## config.mk

```make
export PLATFORM = sky130hd
export DESIGN_NAME = divider_ctrl
export DESIGN_NICKNAME = d
export VERILOG_FILES = /design/src/rtl/divider_ctrl.sv
export SDC_FILE = /design/constraint.sdc
export NUM_CORES = 1
export LEC_CHECK = 0
export CORE_ASPECT_RATIO = 1.5
export CORE_UTILIZATION = 35
export CTS_BUF_LIST = sky130_fd_sc_hd__clkbuf_8 sky130_fd_sc_hd__clkbuf_16
export CTS_CLUSTER_DIAMETER = 60
export DETAILED_ROUTE_END_ITERATION = 10
export PLACE_DENSITY = 0.57
export SLEW_MARGIN = 5
export SYNTH_ARGS = -nofsm -noshare
export SYNTH_HDL_FRONTEND = slang
export SYNTH_SLANG_ARGS = --single-unit
```

## constraint.sdc

```tcl
create_clock -name i_CLK -period 12 [get_ports i_CLK]
set_input_delay 2.4 -clock i_CLK [delete_from_list [all_inputs] [get_ports i_CLK]]
set_output_delay 2.4 -clock i_CLK [all_outputs]
set_load 0.05 [all_outputs]
```

## src/rtl/divider_ctrl.sv

```systemverilog
// divider_ctrl: programmable clock divider with run/stop control and a
// ratio reload that only takes effect on a period boundary (or at once in IDLE).
module divider_ctrl #(
  parameter int unsigned WIDTH         = 16,
  parameter int unsigned DEFAULT_RATIO = 4
) (
  input  logic             i_CLK,
  input  logic             i_RST,
  input  logic             i_START,
  input  logic             i_STOP,
  input  logic             i_LOAD,
  input  logic [WIDTH-1:0] i_RATIO,
  output logic             o_CLK,
  output logic             o_TICK,
  output logic             o_RUN,
  output logic             o_PEND,
  output logic             o_LOAD_ACK,
  output logic             o_ERR
);

  typedef enum logic [1:0] {
    ST_IDLE     = 2'd0,
    ST_RUN      = 2'd1,
    ST_STOPPING = 2'd2
  } state_t;

  localparam logic [WIDTH-1:0] RATIO_RST = WIDTH'(DEFAULT_RATIO);
  localparam logic [WIDTH-1:0] RATIO_MIN = WIDTH'(2);

  state_t           r_state;
  state_t           w_state_nxt;

  logic [WIDTH-1:0] r_cnt;
  logic [WIDTH-1:0] r_ratio;
  logic [WIDTH-1:0] r_pend_ratio;
  logic             r_pend;

  logic [WIDTH-1:0] w_cnt_nxt;
  logic [WIDTH-1:0] w_ratio_nxt;
  logic [WIDTH-1:0] w_pend_ratio_nxt;
  logic [WIDTH-1:0] w_high_nxt;
  logic             w_pend_nxt;
  logic             w_boundary;
  logic             w_load_ok;
  logic             w_load_bad;
  logic             w_apply;
  logic             w_run_nxt;
  logic             w_clk_nxt;
  logic             w_tick_nxt;

  // Last cycle of a period while the divider is active.
  assign w_boundary = (r_state != ST_IDLE) && (r_cnt == (r_ratio - WIDTH'(1)));

  // Ratio requests below 2 are rejected and only flagged.
  assign w_load_ok  = i_LOAD && (i_RATIO >= RATIO_MIN);
  assign w_load_bad = i_LOAD && (i_RATIO <  RATIO_MIN);

  // A pending ratio is promoted immediately in IDLE, otherwise on a boundary.
  assign w_apply = r_pend && ((r_state == ST_IDLE) || w_boundary);

  // State register.
  always_ff @(posedge i_CLK or posedge i_RST) begin
    if (i_RST) begin
      r_state <= ST_IDLE;
    end else begin
      r_state <= w_state_nxt;
    end
  end

  // Next-state, counter and next-output decode; STOP always beats START.
  always_comb begin
    w_state_nxt      = r_state;
    w_cnt_nxt        = '0;
    w_ratio_nxt      = w_apply ? r_pend_ratio : r_ratio;
    w_pend_ratio_nxt = w_load_ok ? i_RATIO : r_pend_ratio;
    w_pend_nxt       = w_load_ok || (r_pend && !w_apply);

    case (r_state)
      ST_IDLE: begin
        if (i_START && !i_STOP) begin
          w_state_nxt = ST_RUN;
        end
      end
      ST_RUN: begin
        if (i_STOP) begin
          w_state_nxt = ST_STOPPING;
        end
      end
      ST_STOPPING: begin
        if (i_START && !i_STOP) begin
          w_state_nxt = ST_RUN;
        end else if (w_boundary) begin
          w_state_nxt = ST_IDLE;
        end
      end
      default: begin
        w_state_nxt = ST_IDLE;
      end
    endcase

    // Counter runs freely while active; a fresh start always begins at 0.
    if ((r_state != ST_IDLE) && !w_boundary) begin
      w_cnt_nxt = r_cnt + WIDTH'(1);
    end
    if (w_state_nxt == ST_IDLE) begin
      w_cnt_nxt = '0;
    end

    // High phase length of the period being entered: ceil(R/2).
    w_high_nxt = w_ratio_nxt - (w_ratio_nxt >> 1);
    w_run_nxt  = (w_state_nxt != ST_IDLE);
    w_clk_nxt  = w_run_nxt && (w_cnt_nxt < w_high_nxt);
    w_tick_nxt = w_run_nxt && (w_cnt_nxt == '0);
  end

  // Datapath and registered outputs.
  always_ff @(posedge i_CLK or posedge i_RST) begin
    if (i_RST) begin
      r_cnt        <= '0;
      r_ratio      <= RATIO_RST;
      r_pend_ratio <= RATIO_RST;
      r_pend       <= 1'b0;
      o_CLK        <= 1'b0;
      o_TICK       <= 1'b0;
      o_RUN        <= 1'b0;
      o_PEND       <= 1'b0;
      o_LOAD_ACK   <= 1'b0;
      o_ERR        <= 1'b0;
    end else begin
      r_cnt        <= w_cnt_nxt;
      r_ratio      <= w_ratio_nxt;
      r_pend_ratio <= w_pend_ratio_nxt;
      r_pend       <= w_pend_nxt;
      o_CLK        <= w_clk_nxt;
      o_TICK       <= w_tick_nxt;
      o_RUN        <= w_run_nxt;
      o_PEND       <= w_pend_nxt;
      o_LOAD_ACK   <= w_apply;
      o_ERR        <= w_load_bad;
    end
  end

endmodule

```

==> flow_summary.yaml <==
sta:
  rsz0062_at_grt: "no"
  setup_viol: 0
  fin_worst_skew_ns: 0.0117
  slew_violations: 0
  report.final.hold_viol_count: 0
  fin_tns_setup_ns: 0
  relSlewSlack_pct: 46.7
  tightestPinTransition_ns: 0.800
  finalCritPeriodShare_pct: 57.5
  fmax_ghz: 0.145
  finalCriticalPeriod_ns: 6.90
cells_and_area:
  utilization_pct: 40.3
  finalNonFillerCells: 601
  nets: 501
  final_cell_area_um2: 4820
  synthToLayoutAreaGrowth_pct: 12.2
  drive_gt1_share_pct: 15.2
  antenna_cells: 0
global_route:
  grt_pass1_wl_um: 16900
  grt_max_degree: 57
  antenna_found_initial: 0
  grt_usage_pct: 17.1
  grt_pass1_vias: 3441
  gr-total-overflow: 0
synthesis:
  synth_nets: 488
  synth_common_cells: "54 x dfrtp_1, 37 x nor2_1, 32 x ha_1, 26 x xnor2_1, 22 x xor2_1"
  syn_avg_cell_area_um2: 9.89
  synthSimpleGateAreaFrac_pct: 17.8
  synth_compound_area_share_pct: 12.7
  yosysMostFrequentCell: "dfrtp_1"
  synthXorXnorAreaFrac_pct: 9.79
  synth-warning-count: 0
  synth_seq_cells: 56
  synthCells: 434
  synthDistinctLibCells: 66
  synth_seq_area_share_pct: 32.7
  synth_top_cells_by_area: "dfrtp_1 31%, ha_1 9.3%, xnor2_1 5.3%"
  async_flop_share_pct: 100
  yosysTopAreaCellShare_pct: 31.5
  synth_fa_ha_area_share_pct: 9.79
  synth-edff-count: 0
  synth_top_family_by_area: "simple AND/OR/NAND/NOR gates"
  ys.flop_type: "dfrtp_1"
  synthMuxAreaShare_pct: 13.0
  synth_area_leader_cell: "dfrtp_1"
  syn-cell-area_um2: 4290
placement:
  place.gp.congestion: 0.860
  hpwl_um: 8000
  port-buffer-count: 26
  dp_cells: 593
  place_area_um2: 4650
floorplanning:
  initial_core_util_pct: 35.9
  num_rows: 49
  die_y_um: 138
  die_area_um2: 12700
  core_um2: 12000
  io_pins: 27
  die_x_um: 92.4
clock_tree:
  htreeDepth: 2
  cts_setup_buffers: 0
  cts_buffers: 5
  clk_latency_ns: 0.30
  holdBufCountCts: 0
  cts_tree: "built"
  clkTransAtPathRegs_ns: 0.08
  cts_buffer_depth: 2
  cts_resized: 0
  clockRootBuffer: "clkbuf_16"
  cts.sinks: 56
drt:
  wl_um: 10100
  num_vias: 3281
  dr.pass1.iters: 4
  drt-vias-per-instance: 5.46
  drc: 0
  drtIter0Drc: 123
  wl_per_cell_um: 16.9
  ant_nets: 0
worst_setup_path:
  worst-path-buf-inv: 2
  required_ns: 12.21
  cpPeakStageDelay_ns: 0.51
  cp_max_fo: 31
  cp_common_cell: "ha_1"
  cp_slowest_cell: "or3b_2"
  cp.arrival_ns: 7.11
  start_kind: "flip-flop"
  crit_path_end_kind: "flip-flop"
  crit_family: "compound AO/OA/AOI/OAI gates"
  crit_type: "reg2reg"
hold_path:
  min-delay-path-class: "reg2reg"
run_status:
  outcome: "complete, no violations"
power:
  power_frac_seq_pct: 27.8
  swShare_pct: 43.0
  p_per_area_nw_per_um2: 206
  irDropWorstVdd_mv: 0.0800
  internal_power_mw: 0.565
  p_leak_nw: 2.11
  power.switching_mw: 0.427
  p_comb_share_pct: 54.9
  power.share.clock_pct: 17.3
flow_run:
  maxCapViolations: 0
[power groups by stage]
stage               Combinational, mW  Clock (mW)  Sequential (mW)
CTS                             0.547       0.175            0.275
finish                          0.545       0.172            0.275
floorplan                       0.423           0            0.261
detailed placement              0.543           0            0.279
global route                    0.606       0.182            0.281
global placement                0.533           0            0.278
[final timing paths]
path / slack [ns] / depth (start not counted) / endpoint / from
max: 5.10 / 27 / o_CLK / r_ratio[0]
min: 0.52 / 1 / r_pend_ratio[1] / r_pend_ratio[1]
max reg2reg: 5.10 / 27 / o_CLK / r_ratio[0]
min reg2reg: 0.52 / 1 / r_pend_ratio[1] / r_pend_ratio[1]
max in group asynchronous: 8.87 / 3 / r_cnt[5] / i_RST
min in group asynchronous: 2.62 / 3 / r_pend_ratio[1] / i_RST
[kinds of logic (layout without fill, tap and decap cells)]
family                     after synthesis  count (layout)
AOI/OAI and AO/OA                       73              73
buffers and inverters                   40              54
and+or+nand+nor                        138             138
muxes                                   46              46
xor gates and xnor gates                48              48
adders and majority gates               33              33
DFF                                     56              56
[stage by stage]
stage	power, mW	hold slack, ns	setup WS, ns
2_1_floorplan	0.684	0.481	6.01
3_3_place_gp	0.811	0.496	5.38
3_5_place_dp	0.822	0.508	5.15
4_1_cts	0.998	0.527	5.12
5_1_grt	1.07	0.552	4.58
6_report	0.992	0.519	5.10
[worst register-to-register path: cells and delay by family (launching register included)]
family / cells / cell delay (ns)
AOI/OAI and AO/OA: 11 / 2.64
and+or+nand+nor: 9 / 1.76
adders and majority gates: 3 / 0.88
buffers and inverters: 2 / 0.54
DFF: 1 / 0.45
muxes: 1 / 0.39
xor gates and xnor gates: 1 / 0.15
[layer usage]
| metal | global-route usage, % | vias up | part of all wire, % |
|---|---|---|---|
| met5 | 0 | - | 0 |
| met4 | 9.11 | 0 | 4.5 |
| met3 | 2.26 | 21 | 2.7 |
| met2 | 30.9 | 58 | 51 |
| met1 | 19.3 | 1604 | 42 |
| li1 | - | 1598 | - |
[flip-flops by register name, indices dropped and copies added (netlist names)]
| name | cells |
|---|---|
| o_ERR | 1 |
| r_state | 2 |
| r_pend | 1 |
| r_cnt | 16 |
| o_CLK | 1 |
| o_TICK | 1 |
| r_pend_ratio | 16 |
| o_LOAD_ACK | 1 |
| o_RUN | 1 |
| r_ratio | 16 |
[cell type report]
class                      count  area [um^2]
fill                        1197         7140
multi-input combinational    338         2710
sequential                    56         1400
timing repair buffer          29          283
tap                          153          191
clock buffer                   5          125
inverter                      17         63.8
clock inverter                 3         42.5
[cells in the final DEF (no fill, tap or decap), types with 3 or more instances in the layout]
master and instances:
a211oi_1 4, a21o_1 11, a21oi_1 13, a31oi_1 5, and2_1 4, buf_4 3
clkbuf_16 5, clkdlybuf4s50_1 26, dfrtp_1 54, ha_1 32, inv_1 16, mux2_2 17
mux2_4 15, mux2i_1 14, nand2_1 18, nand2b_1 8, nand3_1 13, nand4_1 11
nor2_1 37, nor3_1 8, nor4_1 11, nor4b_1 3, o21a_1 5, o21ai_0 6
o21bai_1 4, or2_2 3, or3_1 3, or3b_2 4, xnor2_1 26, xor2_1 22
Power figures use the tool's default switching activity.
